--- src/rtl/i2s_rx_controller_if.sv ---
// Stereo frame handshake from the I2S receiver (master) to the effects pipeline (slave).
interface i2s_rx_controller_if #(
    parameter int DATA_W = 24
);
    logic              frame_valid;
    logic              frame_ready;
    logic [DATA_W-1:0] left_data;
    logic [DATA_W-1:0] right_data;

    modport master (
        output frame_valid,
        output left_data,
        output right_data,
        input  frame_ready
    );

    modport slave (
        input  frame_valid,
        input  left_data,
        input  right_data,
        output frame_ready
    );
endinterface

--- src/rtl/i2s_rx_controller.sv ---
// I2S master receiver: derives sclk/lrclk from mclk, captures stereo ADC frames, valid/ready output.
// Optional I2S_OVERRUN_CNT_EN adds a saturating dropped-frame counter ovr_count.
module i2s_rx_controller #(
    parameter int MCLK_PER_SCLK  = 4,
    parameter int SCLK_PER_FRAME = 64,
    parameter int DATA_W         = 24
) (
    input  logic mclk,
    input  logic rst,
    input  logic enable,
    input  logic sdin,
    input  logic ovr_clr,
    i2s_rx_controller_if.master frame,
    output logic sclk_out,
    output logic lrclk_out,
    output logic overrun
`ifdef I2S_OVERRUN_CNT_EN
    ,
    output logic [7:0] ovr_count
`endif
);
    localparam int DIV_W = (MCLK_PER_SCLK > 2) ? $clog2(MCLK_PER_SCLK) : 1;
    localparam int BIT_W = $clog2(SCLK_PER_FRAME);

    localparam logic [DIV_W-1:0] RISE_AT  = DIV_W'(MCLK_PER_SCLK / 2 - 1);
    localparam logic [DIV_W-1:0] FALL_AT  = DIV_W'(MCLK_PER_SCLK - 1);
    localparam logic [DIV_W-1:0] DIV_HI   = DIV_W'(MCLK_PER_SCLK / 2);
    localparam logic [BIT_W-1:0] BIT_LAST = BIT_W'(SCLK_PER_FRAME - 1);
    localparam logic [BIT_W-1:0] BIT_HALF = BIT_W'(SCLK_PER_FRAME / 2);
    localparam logic [BIT_W-1:0] BIT_ONE  = BIT_W'(1);
    localparam logic [BIT_W-1:0] BIT_DW   = BIT_W'(DATA_W);

    typedef enum logic {BUF_EMPTY, BUF_FULL} buf_state_t;

    buf_state_t        state, state_nxt;
    logic [DIV_W-1:0]  div_cnt, div_nxt;
    logic [BIT_W-1:0]  bit_cnt, bit_nxt, slot;
    logic [DATA_W-1:0] shreg, word, left_hold;
    logic              rise, fall, right_half, capture;
    logic              left_done, frame_done, drop, load, xfer;

    always_comb begin
        rise       = enable && (div_cnt == RISE_AT);
        fall       = enable && (div_cnt == FALL_AT);
        right_half = (bit_cnt >= BIT_HALF);
        slot       = right_half ? (bit_cnt - BIT_HALF) : bit_cnt;
        capture    = rise && (slot >= BIT_ONE) && (slot <= BIT_DW);
        // word is the shift register after this capture, so completion needs no extra cycle
        word       = DATA_W'({shreg, sdin});
        left_done  = capture && !right_half && (slot == BIT_DW);
        frame_done = capture &&  right_half && (slot == BIT_DW);

        div_nxt = '0;
        if (enable && (div_cnt != FALL_AT))
            div_nxt = div_cnt + 1'b1;

        bit_nxt = '0;
        if (enable)
            bit_nxt = !fall ? bit_cnt : ((bit_cnt == BIT_LAST) ? '0 : bit_cnt + 1'b1);
    end

    always_comb begin
        xfer      = (state == BUF_FULL) && frame.frame_ready;
        drop      = frame_done && (state == BUF_FULL) && !frame.frame_ready;
        load      = frame_done && !drop;
        state_nxt = state;
        if (load)
            state_nxt = BUF_FULL;
        else if (xfer)
            state_nxt = BUF_EMPTY;
    end

    always_ff @(posedge mclk or posedge rst) begin
        if (rst) begin
            state            <= BUF_EMPTY;
            div_cnt          <= '0;
            bit_cnt          <= '0;
            sclk_out         <= 1'b0;
            lrclk_out        <= 1'b0;
            shreg            <= '0;
            left_hold        <= '0;
            frame.left_data  <= '0;
            frame.right_data <= '0;
            overrun          <= 1'b0;
        end else begin
            state     <= state_nxt;
            div_cnt   <= div_nxt;
            bit_cnt   <= bit_nxt;
            sclk_out  <= (div_nxt >= DIV_HI);
            lrclk_out <= (bit_nxt >= BIT_HALF);

            if (!enable)
                shreg <= '0;
            else if (capture)
                shreg <= word;

            if (!enable)
                left_hold <= '0;
            else if (left_done)
                left_hold <= word;

            if (load) begin
                frame.left_data  <= left_hold;
                frame.right_data <= word;
            end

            if (drop)
                overrun <= 1'b1;
            else if (ovr_clr)
                overrun <= 1'b0;
        end
    end

    assign frame.frame_valid = (state == BUF_FULL);

`ifdef I2S_OVERRUN_CNT_EN
    always_ff @(posedge mclk or posedge rst) begin
        if (rst)
            ovr_count <= '0;
        else if (drop)
            ovr_count <= ovr_clr ? 8'd1 : ((ovr_count == 8'hFF) ? 8'hFF : ovr_count + 8'd1);
        else if (ovr_clr)
            ovr_count <= '0;
    end
`endif

endmodule
--- src/flat_wrapper.sv ---
// flat-port wrapper written by rule: the top's interface ports become plain ports
module i2s_rx_controller_flat 
#(
    parameter int MCLK_PER_SCLK  = 4,
    parameter int SCLK_PER_FRAME = 64,
    parameter int DATA_W         = 24
)
  (mclk, rst, enable, sdin, ovr_clr, sclk_out, lrclk_out, overrun, frame_frame_valid, frame_left_data, frame_right_data, frame_frame_ready);
  i2s_rx_controller_if #(.DATA_W(DATA_W)) frame_i ();
  input  logic mclk;
  input  logic rst;
  input  logic enable;
  input  logic sdin;
  input  logic ovr_clr;
  output logic sclk_out;
  output logic lrclk_out;
  output logic overrun;
  output wire logic [$bits(frame_i.frame_valid)-1:0] frame_frame_valid;
  output wire logic [$bits(frame_i.left_data)-1:0] frame_left_data;
  output wire logic [$bits(frame_i.right_data)-1:0] frame_right_data;
  input wire logic [$bits(frame_i.frame_ready)-1:0] frame_frame_ready;
  assign frame_frame_valid = frame_i.frame_valid;
  assign frame_left_data = frame_i.left_data;
  assign frame_right_data = frame_i.right_data;
  assign frame_i.frame_ready = frame_frame_ready;
  i2s_rx_controller #(.MCLK_PER_SCLK(MCLK_PER_SCLK), .SCLK_PER_FRAME(SCLK_PER_FRAME), .DATA_W(DATA_W)) u_core (.mclk(mclk), .rst(rst), .enable(enable), .sdin(sdin), .ovr_clr(ovr_clr), .frame(frame_i), .sclk_out(sclk_out), .lrclk_out(lrclk_out), .overrun(overrun));
endmodule
--- config.mk ---
export PLATFORM = sky130hd
export DESIGN_NAME = i2s_rx_controller_flat
export DESIGN_NICKNAME = d
export VERILOG_FILES = /design/src/rtl/i2s_rx_controller_if.sv /design/src/rtl/i2s_rx_controller.sv /design/src/flat_wrapper.sv
export SDC_FILE = /design/constraint.sdc
export NUM_CORES = 1
export LEC_CHECK = 0
export BUFFER_PORTS_ARGS = -buffer_cell sky130_fd_sc_hd__buf_2
export CAP_MARGIN = 20
export CORE_ASPECT_RATIO = 0.5
export CORE_UTILIZATION = 45
export DETAILED_ROUTE_END_ITERATION = 10
export PLACE_DENSITY = 0.67
export SETUP_SLACK_MARGIN = 0.1
export SYNTH_ARGS = -nofsm -noshare
export SYNTH_HDL_FRONTEND = slang
export SYNTH_SLANG_ARGS = --single-unit
--- constraint.sdc ---
create_clock -name mclk -period 2.79 [get_ports mclk]
set_input_delay 0.279 -clock mclk [delete_from_list [all_inputs] [get_ports mclk]]
set_output_delay 0.279 -clock mclk [all_outputs]
set_load 0.05 [all_outputs]
==> results.txt, run 1 <==
- Outcome: completed
* Die height: 72.3 µm
- For this run, design rule violations remaining after detail routing come to 0.
* IR Drop Worst-Case VDD: 0.346 mV
- The number of max-slew violations in the final report is 0.
- Count of yosys warnings during synthesis: 0
* Maximum number of pins on one net before global-route repair: 58
* Remaining number of nets flagged by the antenna check after routing: 0
- The area growth from synthesis to layout is 15.5%.
* Total number of vias: 2,903
- In the synthesized netlist the async set-or-reset flop fraction comes to 1.00.
- Seq/Total Area, Yosys: 0.591
* Register-to-register setup slack: 0.70 ns
- The synthesized netlist contains 37 unique library cells.
* Core Region: 9510 µm²
- Setup repair after global routing left no endpoint under its margin.
* Part of the total power dissipated in combinational logic: 0.047
* Post-Synthesis Mean Instance Area: 12.7 µm²
* Library cell occupying the most area in the post-synthesis netlist: sky130_fd_sc_hd__dfrtp_1
* Source of the worst register-to-register timing path: u_core.bit_cnt[0]
* CP Class: flip-flop to flip-flop
- Chip Width: 143 µm
- The layout has 816 filler cells.
- Synthesis produced a netlist whose cell count is 350.
* Post-synthesis xor/xnor area fraction: 0.00394
- Top cell type's share of synthesized area: 0.591
- The number of global-route vias before repair was 2,959.
- Leaving out fill and tap cells, the most frequent cells in the layout are 105 x sky130_fd_sc_hd__dfrtp_1, 57 x sky130_fd_sc_hd__buf_2, 28 x sky130_fd_sc_hd__mux2_2.
* Multiplexer share of the synthesized area: 0.173
- Data arrives at the worst endpoint at 2.31 ns.
* Static Leak: 2.67 nW
- Leaving out fill and tap cells, the most frequent cell in the layout is sky130_fd_sc_hd__dfrtp_1.
- The synthesized design contains 105 register bits.
* Starting utilization of the core area: 0.467
- The clock passes through at most 2 buffers.
- By area, the combinational part of the netlist is dominated by multiplexers.
- The first global-routing pass estimated 15.0 mm of wire.
- The die covers 10,300 µm².
- Worst slack at placement: 0.724 ns
- Across the run, the number of max-cap violations was 0.
* Switching Share: 0.233
- For the pin with the worst max-slew slack, the measured transition is 0.665 ns.
- CTS Buf Count: 9
* Total net switching power: 0.667 mW
- Number of violations reported at the end of detailed-routing iteration 0: 237
* Synth top area cells: sky130_fd_sc_hd__dfrtp_1 59%, sky130_fd_sc_hd__mux2_2 7.1%, sky130_fd_sc_hd__mux2i_1 5.2%
* Total count of hold-check failures in the final report: 0
* Weighted congestion at the end of routability-driven global placement: 0.765
- In the routed layout, each cell is associated on average with a via count of 5.36.
* Later-pin clock latency in the skew report: 0.35 ns
- Clock root cell: sky130_fd_sc_hd__clkbuf_16
- Pin placement for this block handled 58 I/O pins.
* Startpoint class of the critical path: flip-flop
* Port Buffers: 57
- Yosys mapped a number of flops with a built-in enable equal to 0.
- Arithmetic-cell share of the synthesized area counting full adders, half adders and majority gates: 0.0169
- Share of the synthesized area in compound gates (AO/OA/AOI/OAI): 0.0859
* Total power divided by cell area: 559 nW/µm²
* Relative slew slack: 0.556
- After clock tree synthesis, the repair step resized 0 gates.
- In this run the worst path has a maximum fanout of 14.
- Clock-pin slew was measured on the worst setup and hold paths at 0.07 ns.
- Across all hold checks on the routed design, the worst slack comes to 0.0224 ns.
* Highest Clock Rate: 478 MHz
- TritonCTS built the clock tree.
* Initial antenna violation count: 0
- Detailed placement ended at an HPWL of 5.88 mm.
* Sequential Power Share: 0.538
- Internal power comes to 2.20 mW.
* Post-synth design cell area: 4440 µm²
* Share of post-route cells with drive strength above 1: 0.285
* Worst Clk Skew: 0.00510 ns
* WL/cell: 16.1 µm
* Number of levels the H-tree was split into: 3
* Hold bufs inserted after CTS: 0
* Crit path setup slack, layout: 0.696 ns
- Antenna fix cells: 0
* Most used DFF post-synth: sky130_fd_sc_hd__dfrtp_1
- Routed WL: 8.72 mm
* Final critical delay including setup and external delays: 2.09 ns
- After clock tree synthesis, the setup repair step added 0 buffers.
- The share of total power dissipated in the clock network is 0.416.
- STA classifies the critical path endpoint as a flip-flop.
- Data on the critical path is required at its endpoint by 3.01 ns.
* Share of synthesized cell area in and, or, nand and nor gates: 0.0910
- Before antenna repair, the detailed router went through 4 iterations.
- Number of cells traversed by the worst register-to-register path: 6
- Post-route fraction of the period consumed by the critical path: 0.751
- Total gr overflow: 0
- Synthesis produced a netlist with a net count of 362.
* Post-layout net count: 414
- Count of endpoints failing setup in the final report: 0
- Type of the tightest min-delay check: input pin to async pin
- Overall routing resource usage: 0.188
- The clock drives 105 sinks.
- Total Negative Setup Slacks: 0 ns
- Count of standard-cell rows: 25
- Capture instance of the worst register-to-register path: u_core.left_hold[8]
## Yosys cell counts, types with 2 or more instances
cell type,number
sky130_fd_sc_hd__dfrtp_1,105
sky130_fd_sc_hd__mux2_2,28
sky130_fd_sc_hd__nand2_1,26
sky130_fd_sc_hd__nand3_1,25
sky130_fd_sc_hd__o21ai_0,25
sky130_fd_sc_hd__a21boi_0,24
sky130_fd_sc_hd__mux2i_1,23
sky130_fd_sc_hd__mux2_1,20
sky130_fd_sc_hd__clkbuf_1,15
sky130_fd_sc_hd__inv_1,7
sky130_fd_sc_hd__ha_1,6
sky130_fd_sc_hd__buf_2,4
sky130_fd_sc_hd__buf_4,4
sky130_fd_sc_hd__nand2b_1,4
sky130_fd_sc_hd__and2_1,3
sky130_fd_sc_hd__buf_6,3
sky130_fd_sc_hd__nand4_1,3
sky130_fd_sc_hd__o211ai_1,3
sky130_fd_sc_hd__a21boi_1,2
sky130_fd_sc_hd__nor2_1,2
sky130_fd_sc_hd__xnor2_1,2
## state kept, by name, summed over array words and instances, names as in the netlist
register	flops
u_core.shreg	23
u_core.frame.frame_valid	1
u_core.frame.right_data	24
u_core.bit_cnt	6
u_core.div_cnt	2
u_core.left_hold	24
u_core.frame.left_data	24
u_core.overrun	1
## worst max path at each step
stage                                 start                    endpoint  slack [ns]  cells past startpoint
after floorplan           u_core.bit_cnt[5]  u_core.frame.left_data[13]        0.82                      5
after global placement    u_core.bit_cnt[0]   u_core.frame.left_data[1]        0.84                      6
after detailed placement  u_core.bit_cnt[0]         u_core.left_hold[8]        0.72                      6
after CTS                 u_core.bit_cnt[0]         u_core.left_hold[8]        0.69                      6
after global routing      u_core.bit_cnt[0]         u_core.left_hold[8]        0.56                      6
final                     u_core.bit_cnt[0]         u_core.left_hold[8]        0.70                      6
## power groups by stage
stage          clock [mW]  sequential [mW]  combinational (mW)
6_report             1.19             1.54               0.134
5_1_grt              1.29             1.54               0.149
4_1_cts              1.23             1.54               0.135
3_5_place_dp            0             1.57               0.135
3_3_place_gp            0             1.57               0.129
2_1_floorplan           0             1.57              0.0897
## critical path: stages (launching register included)
cell and delay [ns]:
sky130_fd_sc_hd__dfrtp_1 0.45, sky130_fd_sc_hd__inv_1 0.15, sky130_fd_sc_hd__ha_1 0.26, sky130_fd_sc_hd__nand4b_1 0.42
sky130_fd_sc_hd__buf_4 0.36, sky130_fd_sc_hd__o21ai_0 0.21, sky130_fd_sc_hd__a21boi_0 0.12
## final cells by class
cell class / count / area (µm²) / share of cell area
multi-input combinational: 212 / 1650 / 0.321
inverter: 7 / 30.0 / 0.00585
sequential: 105 / 2630 / 0.512
tap: 135 / 169 / 0.0329
timing repair buffer: 67 / 373 / 0.0727
clock inverter: 6 / 42.5 / 0.00829
clock buffer: 10 / 239 / 0.0466
## stage by stage
stage | total power, mW | std cells | util | area, µm²
2_1_floorplan | 1.66 | 350 | - | 4450
3_5_place_dp | 1.70 | 526 | 0.510 | 4850
6_report | 2.87 | 542 | 0.539 | 5130
3_3_place_gp | 1.70 | 526 | 0.510 | 4850
4_1_cts | 2.91 | 542 | 0.539 | 5130
5_1_grt | 2.98 | 542 | 0.539 | 5130
## layer usage
layer	track usage	part of all wire
met1	0.251	0.47
met2	0.298	0.47
met3	0.0488	0.040
met4	0.0741	0.013
met5	0	0
## kinds of logic (layout without fill, tap and decap cells)
logic type                 Yosys count  count (layout)
adders and majority gates            6               6
xor gates and xnor gates             2               2
DFF                                105             105
AOI/OAI and AO/OA                   59              59
buffers and inverters               33              90
and+or+nand+nor                     74              74
muxes                               71              71
No activity file was read; power rests on OpenSTA's default activity.
==> run 2, diff against run 1 <==
- clock period: 2.79 -> 1.9 ns (I/O delays scaled with it)
==> run 2 against run 1 <==
The flow now finishes with violations (hold timing). Sequential power rose by 47%. Cell count increased by 3.3%. Combinational power increased by 91%. Maximum frequency increased by 12%. Hold slack lost 0.037 ns. Flip-flop and latch count stayed put. Worst setup slack lost 0.66 ns. Clock-buffer cell count increased by 1. Total power up 57%. Via count rose by 1.4%. Global-route usage increased by 0.33 points. Critical path type unchanged. Largest cell class unchanged.
==> results.txt, run 2 (synthesis results as in run 1) <==
* Static Leak: 2.86 nW
* Seq. cell area: 2630 µm²
- Die Area: 10,300 µm²
* Chip Width: 143 µm
- Clock root cell: sky130_fd_sc_hd__clkbuf_16
- In this run the remaining antenna-violating nets after routing total 0.
- Remaining DRCs: 0
- Non-filler cells in the finished layout: 560
- Failing checks: hold timing
- Later-pin clock latency in the skew report: 0.34 ns
- Total number of vias: 2,945
- TritonCTS clock tree: built
- Summed over all layers, the global routing overflow is 0.
* Required time at the endpoint of the critical path: 2.13 ns
* First-pass detailed-route iteration total: 5
- Post-route fraction of the period consumed by the critical path: 0.984
* Count of standard-cell rows: 25
- Worst slack at placement: -0.0289 ns
- After detailed routing, the average wire length per cell comes to 17.2 µm.
* Routed WL: 9.63 mm
- Relative slew slack: 0.621
- Sort of element at the end of the critical path: flip-flop
- Hold bufs inserted after CTS: 0
- Filler instances: 764
* Post-layout net count: 432
- Largest registers: u_core.frame.left_data x24, u_core.frame.right_data x24, u_core.left_hold x24
- In this run the worst path has a maximum fanout of 7.
- The run finished, with violations left.
* Starting utilization of the core area: 0.467
- Total power divided by cell area: 797 nW/µm²
* Routed vias/inst: 5.26
- Commonest non-fill, non-tap cell in the layout: sky130_fd_sc_hd__dfrtp_1
* CTS Buf Count: 9
* Overall routing resource usage: 0.192
- Routability-driven placement finished with a final weighted congestion of 0.784.
- Final number of max-transition violations: 0
- The routed design could run at a clock period as short as 1.87 ns.
- Once placement completed, the tool counted placed cells totaling 532.
- From synthesis to final layout, the design area changed by 26.8%.
* Final HPWL DP: 5.60 mm
- The path class of the tightest hold or removal check is input pin to async pin.
- The count of buffers added on input and output ports is 57.
* Number of violations reported at the end of detailed-routing iteration 0: 206
- In the final layout, the share of cells above drive strength 1 is 0.372.
- The tool flagged a number of max-cap violations equal to 0.
- After layout, the worst setup slack is 0.0310 ns.
- Die height: 72.3 µm
- Setup repair after global routing could not meet its margin everywhere.
- Core Region: 9510 µm²
- Entering global routing, the biggest net connects 106 pins.
- At the worst endpoint, the arrival time is 2.10 ns.
- Clock-pin slew was measured on the worst setup and hold paths at 0.07 ns.
* Number of levels the H-tree was split into: 3
- Commonest cells after routing, fill and taps aside: 102 x sky130_fd_sc_hd__dfrtp_1, 57 x sky130_fd_sc_hd__buf_2, 32 x sky130_fd_sc_hd__mux2_4
- 0 antenna diodes ended up in the layout.
* Sinks on Clock Net: 105
- The number of global-route vias before repair is 2,965.
* Worst Clk Skew: 0.00593 ns
- IR Drop Worst-Case VDD: 0.384 mV
- The multi-input combinational cells in the finished layout cover a total of 1820 µm².
- Number of buffers on the longest clock path: 2
- Highest Clock Rate: 535 MHz
- Startpoint class of the critical path: flip-flop
- I/O pins: 58
- The first global-routing pass estimated 14.9 mm of wire.
- The hold violation count in the final report is 20.
- Setup violations remaining at the end of the flow were counted as 0.
* Tightest hold margin: -0.0149 ns
- The initial antenna violation count is 0.
* Transition at the pin with the smallest max-transition slack: 0.569 ns
- CP Class: flip-flop to flip-flop
run 2: cell types whose count changed in the layout (fill, tap and decap cells not counted), sizes merged:
cell	previous run	this run
bufinv	0	2
inv	7	6
buf	67	81
clkbuf	10	15
clkinvlp	3	1
run 2: layer usage:
layer  global-route usage  wire length (µm)
met2                0.310              4520
met3               0.0508               393
met5                    0                 0
met4               0.0633                51
met1                0.254              4670
run 2: area by class of cell:
type                            instances  share of cell area
Multi-Input combinational cell        212               0.323
Timing Repair Buffer                   85               0.118
Tap cell                              135              0.0300
Clock buffer                           11              0.0431
Clock inverter                          5              0.0140
Inverter                                7             0.00533
Sequential cell                       105               0.467
run 2: metrics by stage:
| step | utilization | setup TNS (ns) | total power [mW] | hold slack (ns) | area [µm²] |
|---|---|---|---|---|---|
| 2_1_floorplan | - | 0 | 2.45 | 0.284 | 4480 |
| 3_3_place_gp | 0.520 | 0 | 2.52 | 0.372 | 4950 |
| 3_5_place_dp | 0.520 | -0.281 | 2.53 | 0.380 | 4950 |
| 4_1_cts | 0.564 | 0 | 4.52 | 0.0173 | 5360 |
| 5_1_grt | 0.593 | -0.211 | 4.65 | 0.0115 | 5640 |
| 6_report | 0.593 | 0 | 4.49 | -0.0149 | 5640 |
run 2: path summary, 6_finish.rpt:
check	slack, ns	startpoint	endpoint	cells past startpoint
max	0.03	u_core.bit_cnt[0]	u_core.frame.left_data[0]	7
min	-0.01	rst	u_core.frame.left_data[15]	3
max reg2reg	0.03	u_core.bit_cnt[0]	u_core.frame.left_data[0]	7
min reg2reg	0.48	u_core.frame.right_data[5]	u_core.frame.right_data[5]	1
max in group asynchronous	1.47	rst	u_core.frame.left_data[4]	3
min in group mclk	0.03	ovr_clr	u_core.overrun	2
run 2: power by group:
| part | switching [mW] | leakage (nW) | internal (mW) |
|---|---|---|---|
| logic | 0.162 | 1.24 | 0.0936 |
| clock network | 0.787 | 0.159 | 1.19 |
| registers | 0.0106 | 1.46 | 2.25 |
| total | 0.960 | 2.86 | 3.53 |
run 2: worst max-delay path, stage by stage (launching register included):
cell and delay (ns):
sky130_fd_sc_hd__dfrtp_1 0.39, sky130_fd_sc_hd__inv_2 0.11, sky130_fd_sc_hd__ha_4 0.17, sky130_fd_sc_hd__nand2b_4 0.06, sky130_fd_sc_hd__nor4b_4 0.25, sky130_fd_sc_hd__buf_6 0.24, sky130_fd_sc_hd__clkbuf_16 0.19, sky130_fd_sc_hd__mux2_2 0.33
run 2: timing repair:
item / CTS / global route
pin swaps: 2 / 1
cloned: 2 / 4
resized for setup: 14 / 38
setup endpoints to repair: 48 / 73
setup buffers: 2 / 4
